$ cat config.mk
export PLATFORM = sky130hd
export DESIGN_NAME = uart_cmd_rx
export DESIGN_NICKNAME = d
export VERILOG_FILES = /design/src/rtl/uart_cmd_rx.sv
export SDC_FILE = /design/constraint.sdc
export NUM_CORES = 1
export LEC_CHECK = 0
export CAP_MARGIN = 25
export CORE_UTILIZATION = 35
export CTS_CLUSTER_SIZE = 24
export DETAILED_ROUTE_END_ITERATION = 10
export PLACE_DENSITY_LB_ADDON = 0.3
export RECOVER_POWER = 25
export SLEW_MARGIN = 40
export SYNTH_ARGS = -nofsm -noshare
export SYNTH_HDL_FRONTEND = slang
export SYNTH_SLANG_ARGS = --single-unit
export TNS_END_PERCENT = 30
$ cat constraint.sdc
create_clock -name clk -period 3.25 [get_ports clk]
set_input_delay 0.4875 -clock clk [delete_from_list [all_inputs] [get_ports clk]]
set_output_delay 0.4875 -clock clk [all_outputs]
set_load 0.005 [all_outputs]
$ cat src/rtl/uart_cmd_rx.sv
// uart_cmd_rx: 8N1 UART receiver with a small line parser for an HC-05 link.
// The parser accepts "V1", "V0", "VA" to set the ventilator mode, and
// "Tdd" / "Hdd" to set the temperature or humidity upper threshold.
// Each command line ends with LF. CR characters are ignored.
module uart_cmd_rx #(
    parameter int CLKS_PER_BIT  = 5208,
    parameter int TEMP_MAX_INIT = 24,
    parameter int HUM_MAX_INIT  = 80
) (
    input  logic        clk,
    input  logic        reset,
    input  logic        rx,
    output logic [7:0]  rx_byte,
    output logic        rx_valid,
    output logic        frame_err,
    output logic [1:0]  vent_mode,
    output logic [15:0] temp_max,
    output logic [15:0] hum_max,
    output logic        cmd_ok,
    output logic        cmd_err
);

    // The bit-period counter only has to reach CLKS_PER_BIT-1.
    localparam int CW = (CLKS_PER_BIT > 2) ? $clog2(CLKS_PER_BIT) : 1;
    localparam logic [CW-1:0] HALF_LAST = CW'(CLKS_PER_BIT / 2 - 1);
    localparam logic [CW-1:0] FULL_LAST = CW'(CLKS_PER_BIT - 1);

    localparam logic [7:0] CH_LF = 8'h0A;
    localparam logic [7:0] CH_CR = 8'h0D;
    localparam logic [7:0] CH_V  = 8'h56;
    localparam logic [7:0] CH_T  = 8'h54;
    localparam logic [7:0] CH_H  = 8'h48;
    localparam logic [7:0] CH_0  = 8'h30;
    localparam logic [7:0] CH_1  = 8'h31;
    localparam logic [7:0] CH_A  = 8'h41;

    localparam logic [1:0] VENT_AUTO = 2'b00;
    localparam logic [1:0] VENT_ON   = 2'b01;
    localparam logic [1:0] VENT_OFF  = 2'b10;

    typedef enum logic [1:0] {
        IDLE  = 2'd0,
        START = 2'd1,
        DATA  = 2'd2,
        STOP  = 2'd3
    } rx_state_t;

    // ------------------------------------------------------------------
    // Receiver state
    // ------------------------------------------------------------------
    logic          rx_meta_q;
    logic          rx_sync_q;
    rx_state_t     state_q;
    logic [CW-1:0] cnt_q;
    logic [2:0]    bit_idx_q;
    logic [7:0]    shift_q;
    logic          stop_hold_q;   // stop bit was low; waiting for the line to return high
    logic [7:0]    rx_byte_q;
    logic          rx_valid_q;
    logic          frame_err_q;

    // ------------------------------------------------------------------
    // Parser state
    // ------------------------------------------------------------------
    logic [7:0]  line_q [0:2];
    logic [1:0]  len_q;
    logic [1:0]  len_d;
    logic        ovf_q;
    logic        ovf_d;
    logic [1:0]  vent_q;
    logic [1:0]  vent_d;
    logic [15:0] temp_q;
    logic [15:0] temp_d;
    logic [15:0] hum_q;
    logic [15:0] hum_d;
    logic        cmd_ok_q;
    logic        cmd_ok_d;
    logic        cmd_err_q;
    logic        cmd_err_d;
    logic        line_wr;
    logic        line_clr;

    // Line decode results
    logic        is_vent_cmd;
    logic [1:0]  vent_val;
    logic        is_temp_cmd;
    logic        is_hum_cmd;
    logic [6:0]  field_val;

    function automatic logic is_digit(input logic [7:0] c);
        return (c >= CH_0) && (c <= 8'h39);
    endfunction

    // Two-flop synchronizer on the asynchronous serial input; idles high.
    always_ff @(posedge clk or posedge reset) begin
        if (reset) begin
            rx_meta_q <= 1'b1;
            rx_sync_q <= 1'b1;
        end else begin
            rx_meta_q <= rx;
            rx_sync_q <= rx_meta_q;
        end
    end

    // Receiver FSM: find the start bit centre, then sample each bit one period apart.
    always_ff @(posedge clk or posedge reset) begin
        if (reset) begin
            state_q     <= IDLE;
            cnt_q       <= '0;
            bit_idx_q   <= '0;
            shift_q     <= '0;
            stop_hold_q <= 1'b0;
            rx_byte_q   <= '0;
            rx_valid_q  <= 1'b0;
            frame_err_q <= 1'b0;
        end else begin
            rx_valid_q  <= 1'b0;
            frame_err_q <= 1'b0;
            case (state_q)
                IDLE: begin
                    cnt_q       <= '0;
                    bit_idx_q   <= '0;
                    stop_hold_q <= 1'b0;
                    if (!rx_sync_q) begin
                        state_q <= START;
                    end
                end
                START: begin
                    if (cnt_q == HALF_LAST) begin
                        cnt_q <= '0;
                        // A line that is high again at mid start bit was only a glitch.
                        state_q <= rx_sync_q ? IDLE : DATA;
                    end else begin
                        cnt_q <= cnt_q + CW'(1);
                    end
                end
                DATA: begin
                    if (cnt_q == FULL_LAST) begin
                        cnt_q     <= '0;
                        shift_q   <= {rx_sync_q, shift_q[7:1]};
                        bit_idx_q <= bit_idx_q + 3'd1;
                        if (bit_idx_q == 3'd7) begin
                            state_q <= STOP;
                        end
                    end else begin
                        cnt_q <= cnt_q + CW'(1);
                    end
                end
                STOP: begin
                    if (stop_hold_q) begin
                        if (rx_sync_q) begin
                            stop_hold_q <= 1'b0;
                            cnt_q       <= '0;
                            state_q     <= IDLE;
                        end
                    end else if (cnt_q == FULL_LAST) begin
                        cnt_q <= '0;
                        if (rx_sync_q) begin
                            rx_byte_q  <= shift_q;
                            rx_valid_q <= 1'b1;
                            state_q    <= IDLE;
                        end else begin
                            frame_err_q <= 1'b1;
                            stop_hold_q <= 1'b1;
                        end
                    end else begin
                        cnt_q <= cnt_q + CW'(1);
                    end
                end
                default: state_q <= IDLE;
            endcase
        end
    end

    // Decode the buffered line into a candidate command.
    always_comb begin
        is_vent_cmd = 1'b0;
        vent_val    = VENT_AUTO;
        is_temp_cmd = 1'b0;
        is_hum_cmd  = 1'b0;
        field_val   = 7'(line_q[1][3:0]) * 7'd10 + 7'(line_q[2][3:0]);
        if (!ovf_q && len_q == 2'd2 && line_q[0] == CH_V) begin
            if (line_q[1] == CH_1) begin
                is_vent_cmd = 1'b1;
                vent_val    = VENT_ON;
            end else if (line_q[1] == CH_0) begin
                is_vent_cmd = 1'b1;
                vent_val    = VENT_OFF;
            end else if (line_q[1] == CH_A) begin
                is_vent_cmd = 1'b1;
                vent_val    = VENT_AUTO;
            end
        end
        if (!ovf_q && len_q == 2'd3 && is_digit(line_q[1]) && is_digit(line_q[2])) begin
            is_temp_cmd = (line_q[0] == CH_T);
            is_hum_cmd  = (line_q[0] == CH_H);
        end
    end

    // Parser next state: append bytes, evaluate on LF, flush on framing errors.
    always_comb begin
        len_d     = len_q;
        ovf_d     = ovf_q;
        vent_d    = vent_q;
        temp_d    = temp_q;
        hum_d     = hum_q;
        cmd_ok_d  = 1'b0;
        cmd_err_d = 1'b0;
        line_wr   = 1'b0;
        line_clr  = 1'b0;
        if (frame_err_q) begin
            len_d    = 2'd0;
            ovf_d    = 1'b0;
            line_clr = 1'b1;
        end else if (rx_valid_q) begin
            if (rx_byte_q == CH_LF) begin
                len_d = 2'd0;
                ovf_d = 1'b0;
                if (is_vent_cmd) begin
                    vent_d   = vent_val;
                    cmd_ok_d = 1'b1;
                end else if (is_temp_cmd) begin
                    temp_d   = {9'd0, field_val};
                    cmd_ok_d = 1'b1;
                end else if (is_hum_cmd) begin
                    hum_d    = {9'd0, field_val};
                    cmd_ok_d = 1'b1;
                end else begin
                    cmd_err_d = 1'b1;
                end
            end else if (rx_byte_q != CH_CR) begin
                if (len_q == 2'd3) begin
                    ovf_d = 1'b1;
                end else begin
                    line_wr = 1'b1;
                    len_d   = len_q + 2'd1;
                end
            end
        end
    end

    // Line buffer: the byte goes into the slot indexed by the current length.
    always_ff @(posedge clk or posedge reset) begin
        if (reset) begin
            for (int i = 0; i < 3; i++) begin
                line_q[i] <= 8'h00;
            end
        end else if (line_clr) begin
            for (int i = 0; i < 3; i++) begin
                line_q[i] <= 8'h00;
            end
        end else if (line_wr) begin
            line_q[len_q] <= rx_byte_q;
        end
    end

    // Parser registers and settings; settings only move on an accepted command.
    always_ff @(posedge clk or posedge reset) begin
        if (reset) begin
            len_q     <= 2'd0;
            ovf_q     <= 1'b0;
            vent_q    <= VENT_AUTO;
            temp_q    <= 16'(TEMP_MAX_INIT);
            hum_q     <= 16'(HUM_MAX_INIT);
            cmd_ok_q  <= 1'b0;
            cmd_err_q <= 1'b0;
        end else begin
            len_q     <= len_d;
            ovf_q     <= ovf_d;
            vent_q    <= vent_d;
            temp_q    <= temp_d;
            hum_q     <= hum_d;
            cmd_ok_q  <= cmd_ok_d;
            cmd_err_q <= cmd_err_d;
        end
    end

    assign rx_byte   = rx_byte_q;
    assign rx_valid  = rx_valid_q;
    assign frame_err = frame_err_q;
    assign vent_mode = vent_q;
    assign temp_max  = temp_q;
    assign hum_max   = hum_q;
    assign cmd_ok    = cmd_ok_q;
    assign cmd_err   = cmd_err_q;

endmodule

Word-level counts from Yosys, hierarchy flattened

Index checks and enable logic that the tools add are counted.

Flip-flop bits (word level): 84
Input port bits: 3
Word-level logic and storage cells: 152

Add/sub/neg operators: 4
Multipliers: 1
Magnitude comparators: 6
Equal/unequal tests: 23
Muxes and demuxes: 68
Bitwise logic cells: 5
Reductions and logical operators: 25

Operators with widths:

| operator                                                          | number |
|---|---|
| two-way mux 13 bit                                                | 4 |
| case mux 13 bit (4 select lines)                                  | 1 |
| two-way mux 24 bit                                                | 2 |
| two-way mux 1 bit                                                 | 38 |
| == test 8 x 7 -> 1 bit, second input constant                     | 4 |
| two-way mux 2 bit                                                 | 16 |
| bitwise mux 24 bit                                                | 1 |
| demux 8 bit (select 2 bit)                                        | 1 |
| == test 8 x 6 -> 1 bit, second input constant                     | 2 |
| greater-or-equal comparator 8 x 6 -> 1 bit, second input constant | 2 |
| <= comparator 8 x 6 -> 1 bit, second input constant               | 2 |
| adder 13 x 1 -> 13 bit, second input constant                     | 1 |
| == test 13 x 12 -> 1 bit, second input constant                   | 1 |
| == test 13 bit, second input constant                             | 1 |
| AND reduction 5 bit                                               | 2 |
| == test 2 bit, second input constant                              | 4 |
| == test 8 x 4 -> 1 bit, second input constant                     | 1 |
| logical AND 1 bit                                                 | 8 |
| two-way mux 8 bit                                                 | 1 |
| != test 2 bit, second input constant                              | 4 |
| != test 8 x 4 -> 1 bit, second input constant                     | 1 |
| case mux 2 bit (4 select lines)                                   | 1 |
| AND reduction 4 bit                                               | 2 |
| nonzero test 2 bit                                                | 4 |
| other kinds (21)                                                  | 28 |

Longest topological paths before layout

Depth after elaboration: 11
Gate-level depth with buffers: 7

Worst setup path before layout

No wires, ideal clock.

Path type: reg-to-reg
From: reg rx_byte_q[0], in the netlist rx_byte[0]
To: reg hum_q[0], in the netlist hum_max[0]
Library setup time: 0.125 ns
Data arrival time: 1.902 ns
Data required time: 3.125 ns
Slack: 1.223 ns
Stages on the path, launching flop included: 8
Cell sequence: dfrtp_1 > buf_6 > or4_4 > nor2_4 > nand4b_4 > nor2b_2 > buf_6 > mux2_4

Longest elaborated chain between the ends: 2

RTL lines:

| element                       | RTL line | source |
|---|---|---|
| start, declared               | 58       | `logic [7:0] rx_byte_q;` |
| start signal, assigned        | 159      | `rx_byte_q <= shift_q;` |
| == test 8 x 4 -> 1 bit        | 216      | `if (rx_byte_q == CH_LF) begin` |
| AND reduction 6 bit (no line) | -        |  |
| end signal, assigned          | 264      | `hum_q <= 16'(HUM_MAX_INIT);` |
| end signal, assigned          | 272      | `hum_q <= hum_d;` |
| end, declared                 | 74       | `logic [15:0] hum_q;` |

Every way passes these cells.
A chain may end at the register's enable or synchronous reset.

==> summary.md <==
| Metric | Value |
|---|---|
| Via Count | 2,857 |
| Maxcap violations | 1 |
| Synthesis Warnings | 0 |
| Core ar. | 12,100 um2 |
| Violated checks | max-capacitance violations, max-slew violations |
| Initial core utilization | 0.362 |
| CP Class | input pin to asynchronous set/reset pin |
| Die height | between 100 and 150 um |
| Slack of the worst reg-to-reg path | 0.86 ns |
| Htree depth | 3 |
| Fraction of layout cells with a size suffix above 1 | 0.134 |
| TNS Setup | 0 ns |
| Syn-to-layout area delta | 15.9% |
| R2R Path Start | len_q[0]$_DFFE_PP0P_ |
| Delay of the slowest cell on the worst path | between 1 and 1.5 ns |
| Clk buf depth | 2 |
| Drt drc | 0 |
| Synthesized area | between 4000 and 5000 um2 |
| Dominant cell type by area after synthesis | dfrtp_1 |
| Antenna-violating nets left | 0 |
| Status | finished with violations |
| Post-CTS Resized | 0 |
| Yosys reg bits | 84 |
| Total gr overflow | 0 |
| Largest net degree at the start of global routing | 85 |
| Setup bufs post-CTS | 0 |
| # setup viols final | 0 |
| R2r endpoint | hum_max[1]$_DFFE_PP0P_ |
| CTS tree | done |
| Crit-path max FO | 84 |
| GP Congestion | 0.812 |
| CTS hold repair buffers | 0 |
| CTS Buf Count | 9 |
| Slew headroom | -0.359 |
| DR vias/cell | 4.82 |
| Worst reg2reg path depth | 6 |
| Yosys top cell area share | 0.446 |
| Clock Skew | 0.0105 ns |
| Cells after Synth | approximately 390 |
| Synth area leaders | dfrtp_1, mux2_4, mux2i_1 |
| Fin crit share | 0.747 |
| Count leader, synth | dfrtp_1 |
| Vias in the first global route | 2,917 |
| DR iter-0 viols | 161 |
| All-layer global routing usage | 0.144 |
| CP arrival | 2.46 ns |
| Critical path's slowest cell | clkbuf_2 |
| Worst Tran Pin Value | 2.04 ns |
| Worst VDD drop | 261 uV |
| NumNets Final | ~440 |
| Hold WC Path Type | flip-flop to flip-flop |
| Die width | 114 um |
| Final slew viol count | 85 |
| Root Buffer | clkbuf_16 |
| Min-delay src | rx_meta_q$_DFF_PP1_ |
| Critical path cell sequence | clkdlybuf4s50_1 > clkinvlp_2 > clkbuf_2 |
| Port buffer count | 30 |
| Syn Area/Cell | 11.3 um2 |
| F_max | just over 400 MHz |
| CP bufs+invs | 3 |
| Clock transition at path regs | 0.06 ns |
| Site Rows | 40 |
| Num ports | 49 |
| Final hold violation count | 0 |
| Worst Setup Start Kind | input pin |
| Hold path endpoint | rx_sync_q$_DFF_PP1_ |
| Min Clock Period, post-route | 2.43 ns |
| Most used DFF post-synth | dfrtp_1 |
| Worst-Skew Late Latency | 0.34 ns |
| Die area | 13,000 um2 |
| Post-synthesis cell type count | 58 |
| Async SR Flop Fraction | 1.00 |
| Routed WL | roughly 8600 um |
| # fillers | about 1.2k |
| RSZ-0062 raised after global routing | false |
| Power Dens Cells | 417 nW/um2 |
| Sink Count | 84 |
| Synth top cells by count | dfrtp_1, nor2_1, nand2_1 |
| Cell family with most CP delay | buffers and inverters |
| Pwr Total | ~2.1 mW |
| First-pass GRT wire length | approximately 14,000 um |
| Routed len/inst | 14.4 um |
| Layout Utilization | 0.419 |
| Seq/Total Area, Yosys | 0.482 |
| Dpl hpwl | 5970 um |
| Ant diodes | 0 |
| Leak | 2.45 nW |
| Capturing element type of the critical path | asynchronous set/reset pin |
| Worst hold stages | 0 |
| Pre-Repair DR Iteration Count | 4 |
| CP required | between 3 and 4 ns |
| Post-synth EDFFs | 0 |
| Initial antenna violation count | 0 |
## logic make-up after synthesis
family          share of synthesized area
simple gates                        0.177
compound gates                     0.0483
buf+inv                            0.0623
mux                                 0.142
flops                               0.482
other cells                      0.000856
fa+ha+maj                          0.0577
xor+xnor                           0.0300
## placed cells by master, fill, tap and decap left out, types with 5 or more instances in the layout
master	instances
dfrtp_1	78
nor2_1	41
clkdlybuf4s50_1	29
nand2_1	24
mux2i_1	23
mux2_4	20
inv_1	19
conb_1	18
ha_1	17
nand3_1	13
a21oi_1	11
xnor2_1	11
clkbuf_16	9
mux2_1	8
nor3_1	7
nand4_1	6
dfstp_2	6
nor3b_1	5
o21ai_1	5
## metrics by stage
step | cells | setup slack [ns] | hold WS, ns | instance area, um2
after floorplan | 405 | 0.607 | 0.345 | 4440
after global placement | 577 | 0.953 | 0.360 | 4780
after detailed placement | 577 | 0.894 | 0.358 | 4780
after CTS | 593 | 0.855 | 0.362 | 5090
after global routing | 593 | 0.328 | 0.365 | 5070
final | 593 | 0.823 | 0.361 | 5070
## how the worst max path moves through the flow
stage / startpoint / to / slack [ns] / depth (start not counted)
after floorplan: reset / asynchronous set/reset pin / 0.61 / 1
after global placement: rx_byte[0]$_DFFE_PP0P_ / temp_max[0]$_DFFE_PP0P_ / 0.95 / 5
after detailed placement: len_q[0]$_DFFE_PP0P_ / hum_max[0]$_DFFE_PP0P_ / 0.89 / 6
after CTS: len_q[0]$_DFFE_PP0P_ / hum_max[1]$_DFFE_PP0P_ / 0.85 / 6
after global routing: reset / cnt_q[8]$_DFFE_PP0P_ / 0.33 / 3
final: reset / line_q[18]$_DFFE_PP0P_ / 0.82 / 3
## report_power, final
| group | leakage, nW | switching [mW] | total, mW | internal [mW] |
|---|---|---|---|---|
| Sequential | 1.14 | 0.00107 | 1.05 | 1.05 |
| Combinational | 1.17 | 0.0259 | 0.0287 | 0.00274 |
| Clock | 0.142 | 0.402 | 1.04 | 0.638 |
| Total | 2.45 | 0.429 | 2.12 | 1.69 |
## registers in the layout, indices dropped and copies added (netlist names), named ones only
signal,cells
cmd_ok,1
len_q,2
rx_meta_q,1
ovf_q,1
hum_max,7
line_q,24
shift_q,8
stop_hold_q,1
bit_idx_q,3
cmd_err,1
frame_err,1
vent_mode,2
rx_byte,8
state_q,1
temp_max,7
rx_valid,1
rx_sync_q,1
cnt_q,13
## per-layer routing
layer	global-route usage	routed length, um	part of all wire
met1	0.180	4000	0.47
met2	0.242	4160	0.49
met3	0.0351	270	0.032
met4	0.0528	126	0.015
met5	0	0	0
## final cells by class
type | count | area [um2] | share of cell area
sequential | 84 | 2110 | 0.416
multi-input combinational | 273 | 2060 | 0.406
timing repair buffer | 32 | 313 | 0.0616
clock buffer | 13 | 260 | 0.0513
tap | 168 | 210 | 0.0414
inverter | 20 | 76.3 | 0.0150
clock inverter | 3 | 45.0 | 0.00888
No activity file was read; power rests on OpenSTA's default activity.
